[src/rtl/flash_mp_region_ctrl_if.sv]
// Requester and flash-port signals shared by the region controller and its environment.
interface flash_mp_region_ctrl_if #(
  parameter int unsigned PageW = 8
);
  logic             hw_req_i;
  logic [1:0]       hw_op_i;
  logic [PageW-1:0] hw_page_i;
  logic             hw_ack_o;
  logic             hw_err_o;

  logic             sw_req_i;
  logic [1:0]       sw_op_i;
  logic [PageW-1:0] sw_page_i;
  logic             sw_ack_o;
  logic             sw_err_o;

  logic             flash_req_o;
  logic [1:0]       flash_op_o;
  logic [PageW-1:0] flash_page_o;
  logic             flash_done_i;

  // Controller side.
  modport slave (
    input  hw_req_i, hw_op_i, hw_page_i, sw_req_i, sw_op_i, sw_page_i, flash_done_i,
    output hw_ack_o, hw_err_o, sw_ack_o, sw_err_o, flash_req_o, flash_op_o, flash_page_o
  );

  // Requesters and flash model side.
  modport master (
    output hw_req_i, hw_op_i, hw_page_i, sw_req_i, sw_op_i, sw_page_i, flash_done_i,
    input  hw_ack_o, hw_err_o, sw_ack_o, sw_err_o, flash_req_o, flash_op_o, flash_page_o
  );
endinterface

[src/rtl/flash_mp_region_ctrl.sv]
// Flash memory-protection controller: arbitrates HW/SW page requests, scans data regions
// one per cycle for the first hit, and either issues the operation or answers with an error.
module flash_mp_region_ctrl #(
  parameter int unsigned NumRegions = 4,
  parameter int unsigned PageW      = 8,
  parameter bit          HwDataAttr = 1'b0
) (
  input  logic                           clk_i,
  input  logic                           rst_i,
  flash_mp_region_ctrl_if.slave          bus,
  input  logic [NumRegions-1:0]          region_en_i,
  input  logic [NumRegions*PageW-1:0]    region_base_i,
  input  logic [NumRegions*(PageW+1)-1:0] region_size_i,
  input  logic [NumRegions-1:0]          region_rd_en_i,
  input  logic [NumRegions-1:0]          region_prog_en_i,
  input  logic [NumRegions-1:0]          region_erase_en_i,
  output logic                           busy_o
);
  localparam int unsigned MaxRegions = 8;
  localparam int unsigned IdxW       = 3;
  localparam logic [IdxW-1:0] LastIdx = IdxW'(NumRegions - 1);
  // Two spare bits so base+size can never wrap.
  localparam int unsigned CmpW       = PageW + 2;

  typedef enum logic [1:0] {StIdle, StScan, StIssue, StResp} state_e;

  state_e           state_q, state_d;
  logic [IdxW-1:0]  idx_q, idx_d;
  logic             last_sw_q, last_sw_d;
  logic             gnt_sw_q, gnt_sw_d;
  logic [1:0]       op_q, op_d;
  logic [PageW-1:0] page_q, page_d;
  logic             err_q, err_d;

  logic [MaxRegions-1:0] hit, rd_ok, prog_ok, erase_ok;
  logic                  perm;
  logic                  pick_sw;
  logic                  resp;

  // Per-region hit/permission vectors, padded to 8 entries so idx_q indexes them directly.
  for (genvar k = 0; k < MaxRegions; k++) begin : g_region
    if (k < NumRegions) begin : g_on
      logic [CmpW-1:0] cmp_base, cmp_size, cmp_page;
      assign cmp_base    = CmpW'(region_base_i[k*PageW +: PageW]);
      assign cmp_size    = CmpW'(region_size_i[k*(PageW+1) +: PageW+1]);
      assign cmp_page    = CmpW'(page_q);
      assign hit[k]      = region_en_i[k] & (cmp_base <= cmp_page) &
                           (cmp_page < cmp_base + cmp_size);
      assign rd_ok[k]    = region_rd_en_i[k];
      assign prog_ok[k]  = region_prog_en_i[k];
      assign erase_ok[k] = region_erase_en_i[k];
    end else begin : g_off
      assign hit[k]      = 1'b0;
      assign rd_ok[k]    = 1'b0;
      assign prog_ok[k]  = 1'b0;
      assign erase_ok[k] = 1'b0;
    end
  end

  // Permission of the region under scan for the latched op; op 3 is never permitted.
  always_comb begin
    perm = 1'b0;
    case (op_q)
      2'd0:    perm = rd_ok[idx_q];
      2'd1:    perm = prog_ok[idx_q];
      2'd2:    perm = erase_ok[idx_q];
      default: perm = 1'b0;
    endcase
  end

  // Next-state logic: arbitration, region scan and issue/response sequencing.
  always_comb begin
    state_d   = state_q;
    idx_d     = idx_q;
    last_sw_d = last_sw_q;
    gnt_sw_d  = gnt_sw_q;
    op_d      = op_q;
    page_d    = page_q;
    err_d     = err_q;
    // SW wins when it is alone, or on a tie when HW was granted last.
    pick_sw   = bus.sw_req_i & (~bus.hw_req_i | ~last_sw_q);

    unique case (state_q)
      StIdle: begin
        if (bus.hw_req_i | bus.sw_req_i) begin
          gnt_sw_d  = pick_sw;
          last_sw_d = pick_sw;
          op_d      = pick_sw ? bus.sw_op_i : bus.hw_op_i;
          page_d    = pick_sw ? bus.sw_page_i : bus.hw_page_i;
          idx_d     = '0;
          err_d     = 1'b0;
          state_d   = StScan;
          if (HwDataAttr && !pick_sw) begin
            if (bus.hw_op_i == 2'd3) begin
              err_d   = 1'b1;
              state_d = StResp;
            end else begin
              state_d = StIssue;
            end
          end
        end
      end
      StScan: begin
        if (op_q == 2'd3) begin
          err_d   = 1'b1;
          state_d = StResp;
        end else if (hit[idx_q]) begin
          if (perm) begin
            state_d = StIssue;
          end else begin
            err_d   = 1'b1;
            state_d = StResp;
          end
        end else if (idx_q == LastIdx) begin
          err_d   = 1'b1;
          state_d = StResp;
        end else begin
          idx_d = idx_q + IdxW'(1);
        end
      end
      StIssue: begin
        if (bus.flash_done_i) begin
          err_d   = 1'b0;
          state_d = StResp;
        end
      end
      StResp: begin
        state_d = StIdle;
      end
      default: state_d = StIdle;
    endcase
  end

  // State and latched request registers with synchronous reset.
  always_ff @(posedge clk_i) begin
    if (rst_i) begin
      state_q   <= StIdle;
      idx_q     <= '0;
      last_sw_q <= 1'b1;
      gnt_sw_q  <= 1'b0;
      op_q      <= '0;
      page_q    <= '0;
      err_q     <= 1'b0;
    end else begin
      state_q   <= state_d;
      idx_q     <= idx_d;
      last_sw_q <= last_sw_d;
      gnt_sw_q  <= gnt_sw_d;
      op_q      <= op_d;
      page_q    <= page_d;
      err_q     <= err_d;
    end
  end

  assign resp             = (state_q == StResp);
  assign bus.flash_req_o  = (state_q == StIssue);
  assign bus.flash_op_o   = op_q;
  assign bus.flash_page_o = page_q;
  assign bus.hw_ack_o     = resp & ~gnt_sw_q;
  assign bus.hw_err_o     = resp & ~gnt_sw_q & err_q;
  assign bus.sw_ack_o     = resp & gnt_sw_q;
  assign bus.sw_err_o     = resp & gnt_sw_q & err_q;
  assign busy_o           = (state_q != StIdle);

endmodule

[src/flat_wrapper.sv]
// flat-port wrapper written by rule: the top's interface ports become plain ports
module flash_mp_region_ctrl_flat 
#(
  parameter int unsigned NumRegions = 4,
  parameter int unsigned PageW      = 8,
  parameter bit          HwDataAttr = 1'b0
)
  (clk_i, rst_i, region_en_i, region_base_i, region_size_i, region_rd_en_i, region_prog_en_i, region_erase_en_i, busy_o, bus_hw_req_i, bus_hw_op_i, bus_hw_page_i, bus_sw_req_i, bus_sw_op_i, bus_sw_page_i, bus_flash_done_i, bus_hw_ack_o, bus_hw_err_o, bus_sw_ack_o, bus_sw_err_o, bus_flash_req_o, bus_flash_op_o, bus_flash_page_o);
  flash_mp_region_ctrl_if #(.PageW(PageW)) bus_i ();
  input  logic clk_i;
  input  logic rst_i;
  input  logic [NumRegions-1:0] region_en_i;
  input  logic [NumRegions*PageW-1:0] region_base_i;
  input  logic [NumRegions*(PageW+1)-1:0] region_size_i;
  input  logic [NumRegions-1:0] region_rd_en_i;
  input  logic [NumRegions-1:0] region_prog_en_i;
  input  logic [NumRegions-1:0] region_erase_en_i;
  output logic busy_o;
  input wire logic [$bits(bus_i.hw_req_i)-1:0] bus_hw_req_i;
  input wire logic [$bits(bus_i.hw_op_i)-1:0] bus_hw_op_i;
  input wire logic [$bits(bus_i.hw_page_i)-1:0] bus_hw_page_i;
  input wire logic [$bits(bus_i.sw_req_i)-1:0] bus_sw_req_i;
  input wire logic [$bits(bus_i.sw_op_i)-1:0] bus_sw_op_i;
  input wire logic [$bits(bus_i.sw_page_i)-1:0] bus_sw_page_i;
  input wire logic [$bits(bus_i.flash_done_i)-1:0] bus_flash_done_i;
  output wire logic [$bits(bus_i.hw_ack_o)-1:0] bus_hw_ack_o;
  output wire logic [$bits(bus_i.hw_err_o)-1:0] bus_hw_err_o;
  output wire logic [$bits(bus_i.sw_ack_o)-1:0] bus_sw_ack_o;
  output wire logic [$bits(bus_i.sw_err_o)-1:0] bus_sw_err_o;
  output wire logic [$bits(bus_i.flash_req_o)-1:0] bus_flash_req_o;
  output wire logic [$bits(bus_i.flash_op_o)-1:0] bus_flash_op_o;
  output wire logic [$bits(bus_i.flash_page_o)-1:0] bus_flash_page_o;
  assign bus_i.hw_req_i = bus_hw_req_i;
  assign bus_i.hw_op_i = bus_hw_op_i;
  assign bus_i.hw_page_i = bus_hw_page_i;
  assign bus_i.sw_req_i = bus_sw_req_i;
  assign bus_i.sw_op_i = bus_sw_op_i;
  assign bus_i.sw_page_i = bus_sw_page_i;
  assign bus_i.flash_done_i = bus_flash_done_i;
  assign bus_hw_ack_o = bus_i.hw_ack_o;
  assign bus_hw_err_o = bus_i.hw_err_o;
  assign bus_sw_ack_o = bus_i.sw_ack_o;
  assign bus_sw_err_o = bus_i.sw_err_o;
  assign bus_flash_req_o = bus_i.flash_req_o;
  assign bus_flash_op_o = bus_i.flash_op_o;
  assign bus_flash_page_o = bus_i.flash_page_o;
  flash_mp_region_ctrl #(.NumRegions(NumRegions), .PageW(PageW), .HwDataAttr(HwDataAttr)) u_core (.clk_i(clk_i), .rst_i(rst_i), .bus(bus_i), .region_en_i(region_en_i), .region_base_i(region_base_i), .region_size_i(region_size_i), .region_rd_en_i(region_rd_en_i), .region_prog_en_i(region_prog_en_i), .region_erase_en_i(region_erase_en_i), .busy_o(busy_o));
endmodule
[config.mk]
export PLATFORM = sky130hd
export DESIGN_NAME = flash_mp_region_ctrl_flat
export DESIGN_NICKNAME = d
export VERILOG_FILES = /design/src/rtl/flash_mp_region_ctrl_if.sv /design/src/rtl/flash_mp_region_ctrl.sv /design/src/flat_wrapper.sv
export SDC_FILE = /design/constraint.sdc
export NUM_CORES = 1
export LEC_CHECK = 0
export BUFFER_PORTS_ARGS = -buffer_cell sky130_fd_sc_hd__buf_2
export CAP_MARGIN = 10
export CORE_MARGIN = 2
export CORE_UTILIZATION = 53
export DETAILED_ROUTE_END_ITERATION = 10
export PLACE_DENSITY = 0.83
export SLEW_MARGIN = 0
export SYNTH_ARGS = -nofsm -noshare
export SYNTH_HDL_FRONTEND = slang
export SYNTH_SLANG_ARGS = --single-unit
[constraint.sdc]
create_clock -name clk_i -period 4.9 [get_ports clk_i]
set_clock_uncertainty 0.1 [all_clocks]
set_input_delay 0.49 -clock clk_i [delete_from_list [all_inputs] [get_ports clk_i]]
set_output_delay 0.49 -clock clk_i [all_outputs]
set_load 0.01 [all_outputs]
======== After elaboration in Yosys (flattened, before gate mapping) ========
Cells that the tools add are included.
storage, ports and cells
  bits in writable memories ............... 0
  bits in read-only memories .............. 0
  memories ................................ 0
  input bits .............................. 109
  register bits ........................... 18
  latch bits .............................. 0
  output and inout bits ................... 16
  logic and storage cells ................. 92
operators by class
  bitwise operators ....................... 18
  $mul .................................... 0
  order comparisons ....................... 9
  add/subtract/negate cells ............... 5
  equal/unequal tests ..................... 14
  shift-type cells ........................ 0
  divide/modulo/power cells ............... 0
  muxes and demuxes ....................... 30
  reduce and logical (&&, ||, !) cells .... 9
operators by type and width
  operator                                              number
  adder 8 x 9 -> 10 bit                                 4
  < comparator 8 x 10 -> 1 bit                          4
  <= comparator 8 bit                                   4
  bitwise AND 1 bit                                     13
  binary-select mux 1 bit (select 3 bit)                4
  two-way mux 2 bit                                     6
  two-way mux 3 bit                                     4
  two-way mux 1 bit                                     11
  AND reduction 5 bit                                   2
  equality test 2 bit (second input constant)           4
  two-way mux 8 bit                                     1
  != test 2 bit (second input constant)                 4
  case mux 2 bit (4 select lines)                       1
  case mux 1 bit (3 select lines)                       2
  case mux 3 bit (2 select lines)                       1
  equality test 2 x 1 -> 1 bit (second input constant)  2
  logical NOT 2 bit                                     2
  < comparator 3 x 4 -> 1 bit (second input constant)   1
  != test 4 x 1 -> 1 bit (second input constant)        1
  != test 4 bit (second input constant)                 1
  nonzero test 2 bit                                    2
  adder 3 x 1 -> 3 bit (second input constant)          1
  equality test 3 x 2 -> 1 bit (second input constant)  1
  inverter 1 bit                                        3
  5 further kinds                                       6

======== Longest topological paths before layout ========
  word-level depth ........................ 8
  depth in mapped cells ................... 16
  depth with buffers taken out ............ 16

======== Least setup slack after synthesis ========
Ideal clock, no wire load.
  path kind ............................... input -> register
  start ................................... input port region_base_i[0]
  end ..................................... register u_core.idx_q[2]
  arrival time ............................ 3.530 ns
  stages .................................. 15
  slack ................................... 1.148 ns
  path buffers ............................ 0
  setup time .............................. 0.122 ns
  cells stage by stage .................... ha_1 > inv_1 > fa_1 > nand2b_1 > a21oi_1 > nor2_1 > xor2_1 > ha_1 > and3_1 > a2111oi_0 > a22oi_1 > a211o_1 > a22o_2 > and2_1 > a221o_1
on the way
  word-level cells in the longest chain between the ends .. 7
  elaborated cells between the ends (all ways) .. 9
  those cells by class .................... add/sub (1); order compare (2); eq/ne (1); mux (2); bitwise (2); reduce/logical (1)
ends and longest elaborated chain
  item                                                                      RTL line                                                RTL
  start, declared                                                           flat_wrapper.sv:13                                      input logic [NumRegions*PageW-1:0] region_base_i;
  adder 8 x 9 -> 10 bit / <= comparator 8 bit (equally long branches)       flash_mp_region_ctrl.sv:48, flash_mp_region_ctrl.sv:47
  < comparator 8 x 10 -> 1 bit / bitwise AND 1 bit (equally long branches)  flash_mp_region_ctrl.sv:48, flash_mp_region_ctrl.sv:47
  bitwise AND 1 bit *                                                       flash_mp_region_ctrl.sv:47                              assign hit[k] = region_en_i[k] & (cmp_base <= cmp_page) &
  binary-select mux 1 bit (select 3 bit) *                                  flash_mp_region_ctrl.sv:107                             end else if (hit[idx_q]) begin
  two-way mux 1 bit (not written as such) *                                 flash_mp_region_ctrl.sv:107
  != test 2 bit (no source line) *                                          n/a
  AND reduction 5 bit (no source line) *                                    n/a
  end signal, assigned                                                      flash_mp_region_ctrl.sv:146                             idx_q <= idx_d;
  end, declared                                                             flash_mp_region_ctrl.sv:28                              logic [IdxW-1:0] idx_q, idx_d;
Mark *: on every way between the ends. The rest lies on a longest branch, timed or not. The select of a mux whose other input is x is not followed.
A chain may end at the register's enable or synchronous reset.

======== Worst setup path in the final report ========
  start ................................... input port region_base_i[0]
  end ..................................... register u_core.idx_q[1]
Same word-level chain as after synthesis.

==> results by stage <==
Clocking:
- For this design, the CTS-stage hold fixing added 0 buffers.
- The source-to-sink clock delay at the later pin of the worst-skew pair is 0.26 ns.
- Buffers added to address setup during post-CTS repair amount to 0.
- The library cell used as clock root buffer is clkbuf_8.
- The number of clock buffers inserted by TritonCTS is 3.
- The number of buffers between clock root and the deepest sink is 2.
- The clock-pin slew on the worst setup and hold paths is 0.07 ns.
- In this run the number of H-tree levels came out at 1.
- The number of gates resized after CTS was 0.
- The clock tree from TritonCTS is yes.
- The clock drives 18 sinks.

Detailed routing:
- The total iterations of the first detailed-routing run is 4.
- The final antenna-violating net count is 0.
- The initial detailed-routing violation count is 145.
- The remaining routing DRC violations is 0.
- The final route contains 4094 vias.
- The routed design has 10700 µm of wire.
- In the final routed layout, each cell accounts on average for 15.4 µm.
- Using the TritonRoute via totals, the vias-per-cell ratio works out to 5.90.

Power and ir drop:
- In this run, flip-flops and latches consume 21.1% of the power.
- The switching power is 0.697 mW.
- The switching portion of total power is 49.7%.
- The clock group share of total power is 8.7%.
- The power density over the cells is 303 mW/mm².
- The power after layout is 1.40 mW.
- Combinational logic is responsible for 70.2% of the overall power.
- Summed over all cells, the static leakage comes to 2.36 nW.
- The largest voltage drop on the vdd net is 295 µV.
- Internal power comes to 0.706 mW.

Timing:
- The worst pin sits at a relative slew slack of 18.9%.
- The final worst setup slack is 0.960 ns.
- The hold violation total from the final report is 0.
- Setup violations remaining at the end of the flow were counted as 0.
- The fmax is 0.254 GHz.
- The time the worst path needs with I/O delays and setup is 3.94 ns.
- Setup repair after global routing left no endpoint under its margin.
- The post-route fraction of the period consumed by the critical path is 80.4%.
- Setup total negative slack on the finished layout was measured at 0 ns.
- The count of final max-slew check failures is 0.
- The measured slew at the worst slew-check pin is 1.21 ns.

Run status:
- The run finished with clean final reports.

Global route:
- Global routing finished with a remaining overflow of 0.
- The number of global-route vias before repair came to 3943.
- Entering global routing, the biggest net connects 23 pins.
- The initial antenna violation count is 0.
- The first global-routing pass estimated 17000 µm of wire.
- In the global route stage, overall resource usage came out at 26.8%.

Worst setup path:
- Tracing the worst setup path back leads to its startpoint at region_base_i[0].
- In this run the critical register-to-register path is launched from u_core.bus.flash_page_o[1].
- The kind of cell with the highest combined delay along the critical path is compound AO/OA/AOI/OAI gates.
- The cell type with the highest occurrence count on the critical path is ha_1.
- For the worst flop-to-flop path, the logic depth is 10.
- The critical setup path kind is primary input to register.
- The number of buffer and inverter instances along the worst setup path is 2.
- The signal on the critical path passes through buf_2 > ha_1 > inv_1 > fa_1 > nand2b_1 > a21oi_1 > nor2_1 > xor2_1 > ha_1 > and3_1 > a2111oi_0 > a22oi_1 > a211o_1 > a22o_2 > and2_1 > o41ai_1.
- The kind of start point of the critical path is a primary input.
- The worst setup path is captured at a register.
- The required time at the endpoint of the critical path is 4.95 ns.
- The biggest fanout along the worst timing path is 5.
- The slowest stage of the critical path belongs to the cell a2111oi_0.
- On the worst path, the slowest cell contributes a delay of 0.42 ns.
- The data arrival at the endpoint of the critical path is 3.99 ns.
- The worst register-to-register path ends at u_core.idx_q[1].
- The worst register-to-register path has a setup slack of 1.90 ns.

Placed design:
- The global placement routability congestion is 0.907.
- The total instance count after detailed placement is 690.
- The detailed placement HPWL is 9120 µm.
- The setup slack at placement is 0.716 ns.
- The count of buffers added on input and output ports is 124.

Synthesis:
- The top flip-flop cell by instance count after synthesis is dfxtp_1.
- Yosys instantiated no cell more often than ha_1.
- The number of nets handed over by synthesis was 686.
- The proportion of synthesized flip-flops having asynchronous set or reset is 0%.
- Synthesis inferred 18 register bits.
- Counting flops with a built-in enable in the synthesized netlist gives 0.
- The largest area contributor in the netlist is ha_1.
- The Yosys step of the flow raised 0 warnings.
- The total standard cell area after synthesis is 0.00386 mm².
- The mean post-synth cell area is 8.15 µm².
- The gate count after technology mapping is 474.
- Of the post-synthesis cell area, the dominant cell type holds 32.0%.
- By area the synthesized netlist is led by ha_1 (32%), dfxtp_1 (9.3%), a21oi_1 (4.8%).
- The distinct cell type count after synthesis is 53.
- The commonest cells after synthesis are ha_1 (99), nor2_1 (41), a21oi_1 (37).
- Of the synthesized area, sequential elements account for 9.32%.

Final layout:
- Once layout is complete, the cells apart from fillers number 694.
- The area growth from synthesis to layout is 19.9%.
- The net count reported at finish is 808.
- The post-route core utilization is 64.9%.
- The number of antenna repair diodes is 0.
- The share of layout cells above drive strength 1 is 23.5%.

Floorplan:
- The floorplan step defined a die boundary enclosing 0.00799 mm².
- The die is 89.4 µm tall.
- The row count is 31.
- The count of pins on the block boundary is 125.
- For this configuration, the core starts out at a cell density of 54.2%.
- The area inside the core boundary is 0.00714 mm².
- The die boundary width is 89.4 µm.

Flow run:
- The number of maximum-capacitance violations is 0.

Hold path:
- Along the worst hold path, the cell count comes to 2.
- The class of the tightest hold or removal check is register to register.
- The startpoint identified for the worst hold timing path is u_core.err_q.
- The terminating pin of the worst hold path is u_core.err_q.
-- final cells by class --
type                       count  area (µm²)
inverter                      36         135
sequential                    18         360
fill                         669        2500
clock buffer                   4        55.1
tap                           99         124
multi-input combinational    413        3340
timing repair buffer         124         621
-- per-stage QoR --
step / hold slack (ns) / area [µm²]
after floorplan: 0.351 / 3860
final: 0.394 / 4630
after global routing: 0.452 / 4630
after CTS: 0.393 / 4630
after global placement: 0.382 / 4580
after detailed placement: 0.381 / 4580
-- power groups by stage --
stage | clock network (mW) | logic [mW] | registers, mW
2_1_floorplan | 0 | 0.717 | 0.257
3_3_place_gp | 0 | 0.922 | 0.296
3_5_place_dp | 0 | 0.973 | 0.297
4_1_cts | 0.121 | 0.977 | 0.294
5_1_grt | 0.130 | 1.12 | 0.304
6_report | 0.121 | 0.985 | 0.296
-- worst reg2reg max path: stages (launching register included) --
cell	delay (ns)
dfxtp_1	0.57
inv_1	0.21
ha_1	0.35
nor2b_1	0.13
o21a_1	0.15
o21ai_0	0.15
a21oi_1	0.09
a311o_1	0.35
a22o_2	0.29
and2_1	0.18
o41ai_1	0.33
-- flip-flops by register name (all words and copies together), names as in the netlist --
register                 flops
u_core.bus.flash_op_o        2
u_core.bus.flash_page_o      8
u_core.gnt_sw_q              1
u_core.state_q               2
u_core.err_q                 1
u_core.idx_q                 3
u_core.last_sw_q             1
-- logic make-up after synthesis --
kind of cell | count (synthesis) | synth area share, %
AOI/OAI and AO/OA | 152 | 26.3
and+or+nand+nor | 121 | 16.0
adders and majority gates | 103 | 34.1
buffers and inverters | 43 | 4.27
xor gates and xnor gates | 19 | 4.31
muxes | 18 | 5.63
DFF | 18 | 9.32
-- per-layer routing --
layer  global-route usage, %  vias to the layer above  wire length (µm)
met2                    50.4                      135              5310
met1                    32.3                     1900              4610
met4                    8.14                        0               278
li1                        -                     2035                 -
met5                       0                        -                 0
met3                    2.03                       24               509
-- placed cells by master (no fill, tap or decap), types with 13 or more instances in the layout --
| cell type | count |
|---|---|
| o21ai_0 | 29 |
| a21oi_1 | 37 |
| a211oi_1 | 17 |
| ha_1 | 99 |
| nand2b_1 | 13 |
| dfxtp_1 | 18 |
| buf_2 | 124 |
| inv_1 | 36 |
| nor2_1 | 41 |
| nand2_1 | 14 |
| xor2_1 | 13 |
| mux2i_1 | 15 |
-- worst max path at each step --
stage | slack [ns] | end | depth (start not counted)
floorplan | 1.15 | u_core.idx_q[2] | 15
global placement | 0.89 | u_core.idx_q[2] | 16
detailed placement | 0.72 | u_core.idx_q[1] | 16
CTS | 0.96 | u_core.idx_q[1] | 16
global route | 0.59 | u_core.idx_q[2] | 16
finish | 0.96 | u_core.idx_q[1] | 16
(Power assumes the default switching activity.)
